`src/rtl/wbx_arbiter.sv`:
```
// rtl/wbx_arbiter.sv - round-robin Wishbone multi-master to multi-slave arbiter; optional BUSY timeout via WBX_TIMEOUT_EN
module wbx_arbiter #(
  parameter int MASTER_NUM     = 2,
  parameter int PERIPH_NUM     = 4,
  parameter int TIMEOUT_CYCLES = 255
) (
  input  logic                     clk,
  input  logic                     rst,
  input  logic [MASTER_NUM-1:0]    wbm_stb_i,
  input  logic [MASTER_NUM-1:0]    wbm_we_i,
  input  logic [16*MASTER_NUM-1:0] wbm_adr_i,
  input  logic [32*MASTER_NUM-1:0] wbm_dat_i,
  output logic [31:0]              wbm_dat_o,
  output logic [MASTER_NUM-1:0]    wbm_ack_o,
  output logic [MASTER_NUM-1:0]    wbm_err_o,
  output logic [PERIPH_NUM-1:0]    wbs_stb_o,
  output logic                     wbs_we_o,
  output logic [3:0]               wbs_adr_o,
  output logic [31:0]              wbs_dat_o,
  input  logic [32*PERIPH_NUM-1:0] wbs_dat_i,
  input  logic [PERIPH_NUM-1:0]    wbs_ack_i
);

  localparam int MW = (MASTER_NUM > 1) ? $clog2(MASTER_NUM) : 1;

  typedef enum logic {
    S_IDLE = 1'b0,
    S_BUSY = 1'b1
  } state_t;

  state_t          r_state;
  state_t          w_state_nxt;
  logic [MW-1:0]   r_grant;
  logic [MW-1:0]   r_last;
  logic            r_we;
  logic [15:0]     r_adr;
  logic [31:0]     r_dat;

  logic            w_any;
  logic [MW-1:0]   w_pick;
  logic            w_cap_we;
  logic [15:0]     w_cap_adr;
  logic [31:0]     w_cap_dat;
  logic [11:0]     w_idx;
  logic            w_mapped;
  logic            w_gstb;
  logic            w_ack;
  logic [31:0]     w_rdata;
  logic            w_err;
  logic            w_tmo_hit;

  // First requester strictly after the last granted index, wrapping around.
  function automatic logic [MW-1:0] rr_pick(input logic [MW-1:0] last,
                                            input logic [MASTER_NUM-1:0] req);
    logic [MW-1:0]         pick;
    logic                  found;
    logic [MASTER_NUM-1:0] sh;
    int                    c;
    pick  = last;
    found = 1'b0;
    for (int k = 1; k <= MASTER_NUM; k++) begin
      c  = (int'(last) + k) % MASTER_NUM;
      sh = req >> c;
      if (!found && sh[0]) begin
        pick  = MW'(c);
        found = 1'b1;
      end
    end
    return pick;
  endfunction

  assign w_any    = |wbm_stb_i;
  assign w_pick   = rr_pick(r_last, wbm_stb_i);
  assign w_idx    = r_adr[15:4];
  assign w_mapped = (w_idx < 12'(PERIPH_NUM));

  // Select the winning master's request fields for capture at grant time.
  always_comb begin
    w_cap_we  = 1'b0;
    w_cap_adr = 16'h0000;
    w_cap_dat = 32'h0000_0000;
    for (int m = 0; m < MASTER_NUM; m++) begin
      if (w_pick == MW'(m)) begin
        w_cap_we  = wbm_we_i[m];
        w_cap_adr = wbm_adr_i[16*m +: 16];
        w_cap_dat = wbm_dat_i[32*m +: 32];
      end
    end
  end

  // Strobe of the currently granted master, used to detect an abort.
  always_comb begin
    w_gstb = 1'b0;
    for (int m = 0; m < MASTER_NUM; m++) begin
      if (r_grant == MW'(m)) begin
        w_gstb = wbm_stb_i[m];
      end
    end
  end

  // Ack and read data come only from the decoded slave; others are ignored.
  always_comb begin
    w_ack   = 1'b0;
    w_rdata = 32'h0000_0000;
    if (r_state == S_BUSY) begin
      for (int p = 0; p < PERIPH_NUM; p++) begin
        if ((w_idx == 12'(p)) && wbs_ack_i[p]) begin
          w_ack   = 1'b1;
          w_rdata = wbs_dat_i[32*p +: 32];
        end
      end
    end
  end

`ifdef WBX_TIMEOUT_EN
  logic [15:0] r_tmo;

  // Count BUSY cycles from 0; restart whenever the arbiter is idle.
  always_ff @(posedge clk) begin
    if (rst || (r_state == S_IDLE)) begin
      r_tmo <= 16'h0000;
    end else begin
      r_tmo <= r_tmo + 16'd1;
    end
  end

  assign w_tmo_hit = (r_state == S_BUSY) && (r_tmo == 16'(TIMEOUT_CYCLES));
`else
  logic w_unused_tmo;
  assign w_tmo_hit    = 1'b0;
  assign w_unused_tmo = (TIMEOUT_CYCLES > 0);
`endif

  // Error only while the master still holds its request; ack takes precedence.
  assign w_err = (r_state == S_BUSY) && !w_ack && w_gstb && (!w_mapped || w_tmo_hit);

  // State register.
  always_ff @(posedge clk) begin
    if (rst) begin
      r_state <= S_IDLE;
    end else begin
      r_state <= w_state_nxt;
    end
  end

  // Next-state logic: ack wins over abort; abort wins over error.
  always_comb begin
    w_state_nxt = r_state;
    case (r_state)
      S_IDLE: begin
        if (w_any) begin
          w_state_nxt = S_BUSY;
        end
      end
      S_BUSY: begin
        if (w_ack || !w_gstb || w_err) begin
          w_state_nxt = S_IDLE;
        end
      end
      default: w_state_nxt = S_IDLE;
    endcase
  end

  // Grant/request capture and round-robin pointer update on completion.
  always_ff @(posedge clk) begin
    if (rst) begin
      r_grant <= '0;
      r_last  <= MW'(MASTER_NUM - 1);
      r_we    <= 1'b0;
      r_adr   <= 16'h0000;
      r_dat   <= 32'h0000_0000;
    end else begin
      if ((r_state == S_IDLE) && w_any) begin
        r_grant <= w_pick;
        r_we    <= w_cap_we;
        r_adr   <= w_cap_adr;
        r_dat   <= w_cap_dat;
      end
      if ((r_state == S_BUSY) && (w_state_nxt == S_IDLE)) begin
        r_last <= r_grant;
      end
    end
  end

  // Output decode: slave strobe while BUSY to a mapped slave, master ack/err steered by grant.
  always_comb begin
    wbs_stb_o = '0;
    wbm_ack_o = '0;
    wbm_err_o = '0;
    wbm_dat_o = 32'h0000_0000;
    if ((r_state == S_BUSY) && w_mapped) begin
      for (int p = 0; p < PERIPH_NUM; p++) begin
        wbs_stb_o[p] = (w_idx == 12'(p));
      end
    end
    for (int m = 0; m < MASTER_NUM; m++) begin
      if (r_grant == MW'(m)) begin
        wbm_ack_o[m] = w_ack;
        wbm_err_o[m] = w_err;
      end
    end
    if (w_ack) begin
      wbm_dat_o = w_rdata;
    end
  end

  assign wbs_we_o  = r_we;
  assign wbs_adr_o = r_adr[3:0];
  assign wbs_dat_o = r_dat;

endmodule

```
`config.mk`:
```
export PLATFORM = sky130hd
export DESIGN_NAME = wbx_arbiter
export DESIGN_NICKNAME = d
export VERILOG_FILES = /design/src/rtl/wbx_arbiter.sv
export SDC_FILE = /design/constraint.sdc
export NUM_CORES = 1
export LEC_CHECK = 0
export BUFFER_PORTS_ARGS = -buffer_cell sky130_fd_sc_hd__buf_2
export CAP_MARGIN = 20
export CORE_AREA = 4 4 118 120
export DETAILED_ROUTE_END_ITERATION = 10
export DIE_AREA = 0 0 122 124
export PLACE_DENSITY = 0.66
export REMOVE_ABC_BUFFERS = 1
export SYNTH_ARGS = -nofsm -noshare
export SYNTH_HDL_FRONTEND = slang
export SYNTH_SLANG_ARGS = --single-unit
```
`constraint.sdc`:
```
create_clock -name clk -period 2.39 [get_ports clk]
set_input_delay 0.478 -clock clk [delete_from_list [all_inputs] [get_ports clk]]
set_output_delay 0.478 -clock clk [all_outputs]
set_load 0.01 [all_outputs]
```
==> results.yml <==
synthesis:
  synth.yosys.seq_area_share_pct: 25.3
  ys_top_cells_by_area: "dfxtp_1, mux2i_1, o221ai_2"
  synthCells: 489
  ys_types: 35
  syn_avg_cell_area_um2: 8.40
  ys_seq_elements: 52
  syn_area_um2: 4110
  synth_top_cell_by_area: "dfxtp_1"
  yosysWarnings: 0
  synth_top_area_share_pct: 25.3
detailed_routing:
  drtAntennaViolNets: 0
  routed_wl_mm: 15.2
  wl_per_cell_um: 15.8
  drtIter0Drc: 287
  via_per_inst: 4.94
  drt_pre_antenna_iters: 4
  drc: 0
  vias: 4750
finish:
  final_common_cell: "buf_2"
  fill_cells: 1333
  final_nets: 1016
  area_delta_synth_final_pct: 50.0
  drive_above_1_share_pct: 54.3
  multiInputGateArea_um2: 2850
  design_area_um2: 6160
  ff_latch_area_um2: 1040
  fin_cells: 961
  final_cell_mix: "buf_2, nor2_1, dfxtp_1, mux2i_1, a211oi_1"
global_route:
  grt_max_degree: 53
  antenna_found_initial: 3
  met3_usage_pct: 4.09
  grtUsageMet1_pct: 20.8
  grt-ovfl-total: 0
  gr-max-usage-layer: "met2"
  first_global_vias: 4424
  grt_usage_pct: 18.3
  grt_pass1_wl_mm: 21.9
  grtUsageMet2_pct: 33.4
run_status:
  violations: "setup timing"
  status: "complete, but fails checks"
setup_path:
  cp-startpoint: "r_adr[12]"
  path_class: "reg2out"
  slowest_delay_ps: 560
  crit_arrival_ps: 2200
  cpMaxStageDelayCell: "or4_4"
  path_max_fanout: 7
  r2r-start: "r_adr[4]"
  cp.required_ps: 1910
  crit_path_end_kind: "output pin"
  cp-start-kind: "flop"
  crit_chain: "or4_4, nor4b_4, buf_4, o221ai_1, a21oi_2, buf_2"
sta:
  timing_hold_violations_final: 0
  fmax_mhz: 373
  worstMarginPinSlew_ps: 582
  maxSlewViolCount: 0
  rsz0062_at_grt: "true"
  min_period_over_period_pct: 112
  fin_crit_ps: 2680
  skew_ps: 4.78
  maxSlewHeadroom_pct: 61.2
  finalWorstSetupSlack_ps: -289
  setup_violations: 32
clock_network:
  cts_setup_buffers: 0
  cts.clk_slew.worst_paths_ps: 70
  numCtsBuffers: 5
  cts.path.max_buffers: 2
  clk_latency_ps: 290
  cts_hold_buffers: 0
  htree_num_levels: 2
  cts_sinks: 52
  cts_tree: "built"
  clockRootBuffer: "clkbuf_16"
worst_hold_path:
  worstHoldPathType: "reg2reg"
  hp-start: "wbs_dat_o[31]"
placed_design:
  dp.cells: 951
  io_buffers: 310
  dpl.hpwl_mm: 12.4
  place_ws_ps: -4.69
  place.gp.congestion: 0.826
  dpl-instance-area_um2: 5970
floorplan:
  core_um2: 13000
  ios: 311
  start_util_pct: 31.7
  die_w_um: 122
  die_height_um: 124
  rows: 42
  die-area_um2: 15100
flow_run:
  drv_cap: 0
power_and_ir_drop:
  pwr-share-comb_pct: 37.1
  power_density_nw_per_um2: 444
  power_frac_seq_pct: 37.1
  power_leakage_nw: 2.81
  p_int_mw: 1.84
  switchingPower_mw: 0.896
  p_sw_share_pct: 32.7
  p_clk_share_pct: 25.8
  ir_drop_mv: 0.345
[synth_stat cells, drive strengths merged]
master / number
nor4b: 1
o31ai: 1
inv: 1
mux2i: 50
or2: 2
o21ai: 1
nand4: 1
mux2: 1
nor3b: 3
nor3: 1
mux4: 1
o221ai: 32
a211oi: 49
a21oi: 64
and3b: 1
and2: 32
clkbuf: 32
o32a: 1
nor2: 60
nor4: 3
nand2b: 1
a21boi: 1
nand3b: 32
nand3: 2
buf: 25
dfxtp: 52
nand2: 37
or4: 2
[layer usage]
layer  vias up  share of wire, %
li1       2389                 -
met1      2078                38
met2       253                50
met3        28               9.9
met4         2               2.7
met5         -             0.086
[cells by family (layout without fill, tap and decap cells)]
logic type | count (synthesis) | in the layout | share of synthesized area, %
AND/OR/NAND/NOR | 178 | 178 | 23.2
buffers and inverters | 58 | 352 | 6.88
multiplexers | 52 | 52 | 13.0
AO/OA/AOI/OAI | 149 | 149 | 31.6
flip-flops | 52 | 52 | 25.3
other | 0 | 2 | 0
[state kept, by name (all words and copies together) (netlist names)]
signal and flops:
r_adr 16, r_grant 1, r_last 1, r_state 1, wbs_dat_o 32, wbs_we_o 1
[critical path, delay by kind of cell (launching register included)]
family | cells | cell delay [ps]
and+or+nand+nor | 2 | 920
DFF | 1 | 310
AOI/OAI and AO/OA | 2 | 300
buffers and inverters | 2 | 390
[final cells by class]
| class | instances | area share [%] |
|---|---|---|
| repair buffers | 343 | 30.9 |
| inverters | 1 | 0.0609 |
| clock inverters | 2 | 0.264 |
| flip-flops and latches | 52 | 16.9 |
| well taps | 176 | 3.57 |
| multi-input cells | 379 | 46.2 |
| diodes | 2 | 0.0812 |
| clock buffers | 6 | 2.09 |
[through the flow]
stage / setup TNS (ps) / utilization [%] / total power [mW] / hold slack, ps
2_1_floorplan: -130860 / - / 1.58 / 480
3_3_place_gp: -16.0 / 46.0 / 2.04 / 485
3_5_place_dp: -9.17 / 46.0 / 2.05 / 489
4_1_cts: -9200 / 47.3 / 2.77 / 499
5_1_grt: -11360 / 47.5 / 2.92 / 512
6_report: -8540 / 47.5 / 2.74 / 495
[final timing paths]
path	endpoint	slack, ps	depth (start not counted)
worst max-delay path	wbm_dat_o[0]	-290	6
worst min-delay path	wbs_dat_o[31]	500	2
worst max register to register	r_last	720	3
worst min register to register	wbs_dat_o[31]	500	2
[power groups by stage]
stage               combinational, mW  clock (mW)  sequential (mW)
floorplan                       0.503           0             1.08
global placement                 1.01           0             1.03
detailed placement               1.01           0             1.03
CTS                              1.02       0.733             1.02
global route                     1.12       0.770             1.03
finish                           1.02       0.707             1.02
[timing repair]
item / 4_1_cts / 5_1_grt
endpoints found under the setup margin: 34 / 36
resized for setup: 4 / 4
pin swaps: 0 / 0
hold endpoints to repair: 0 / 0
(Power assumes the default switching activity.)
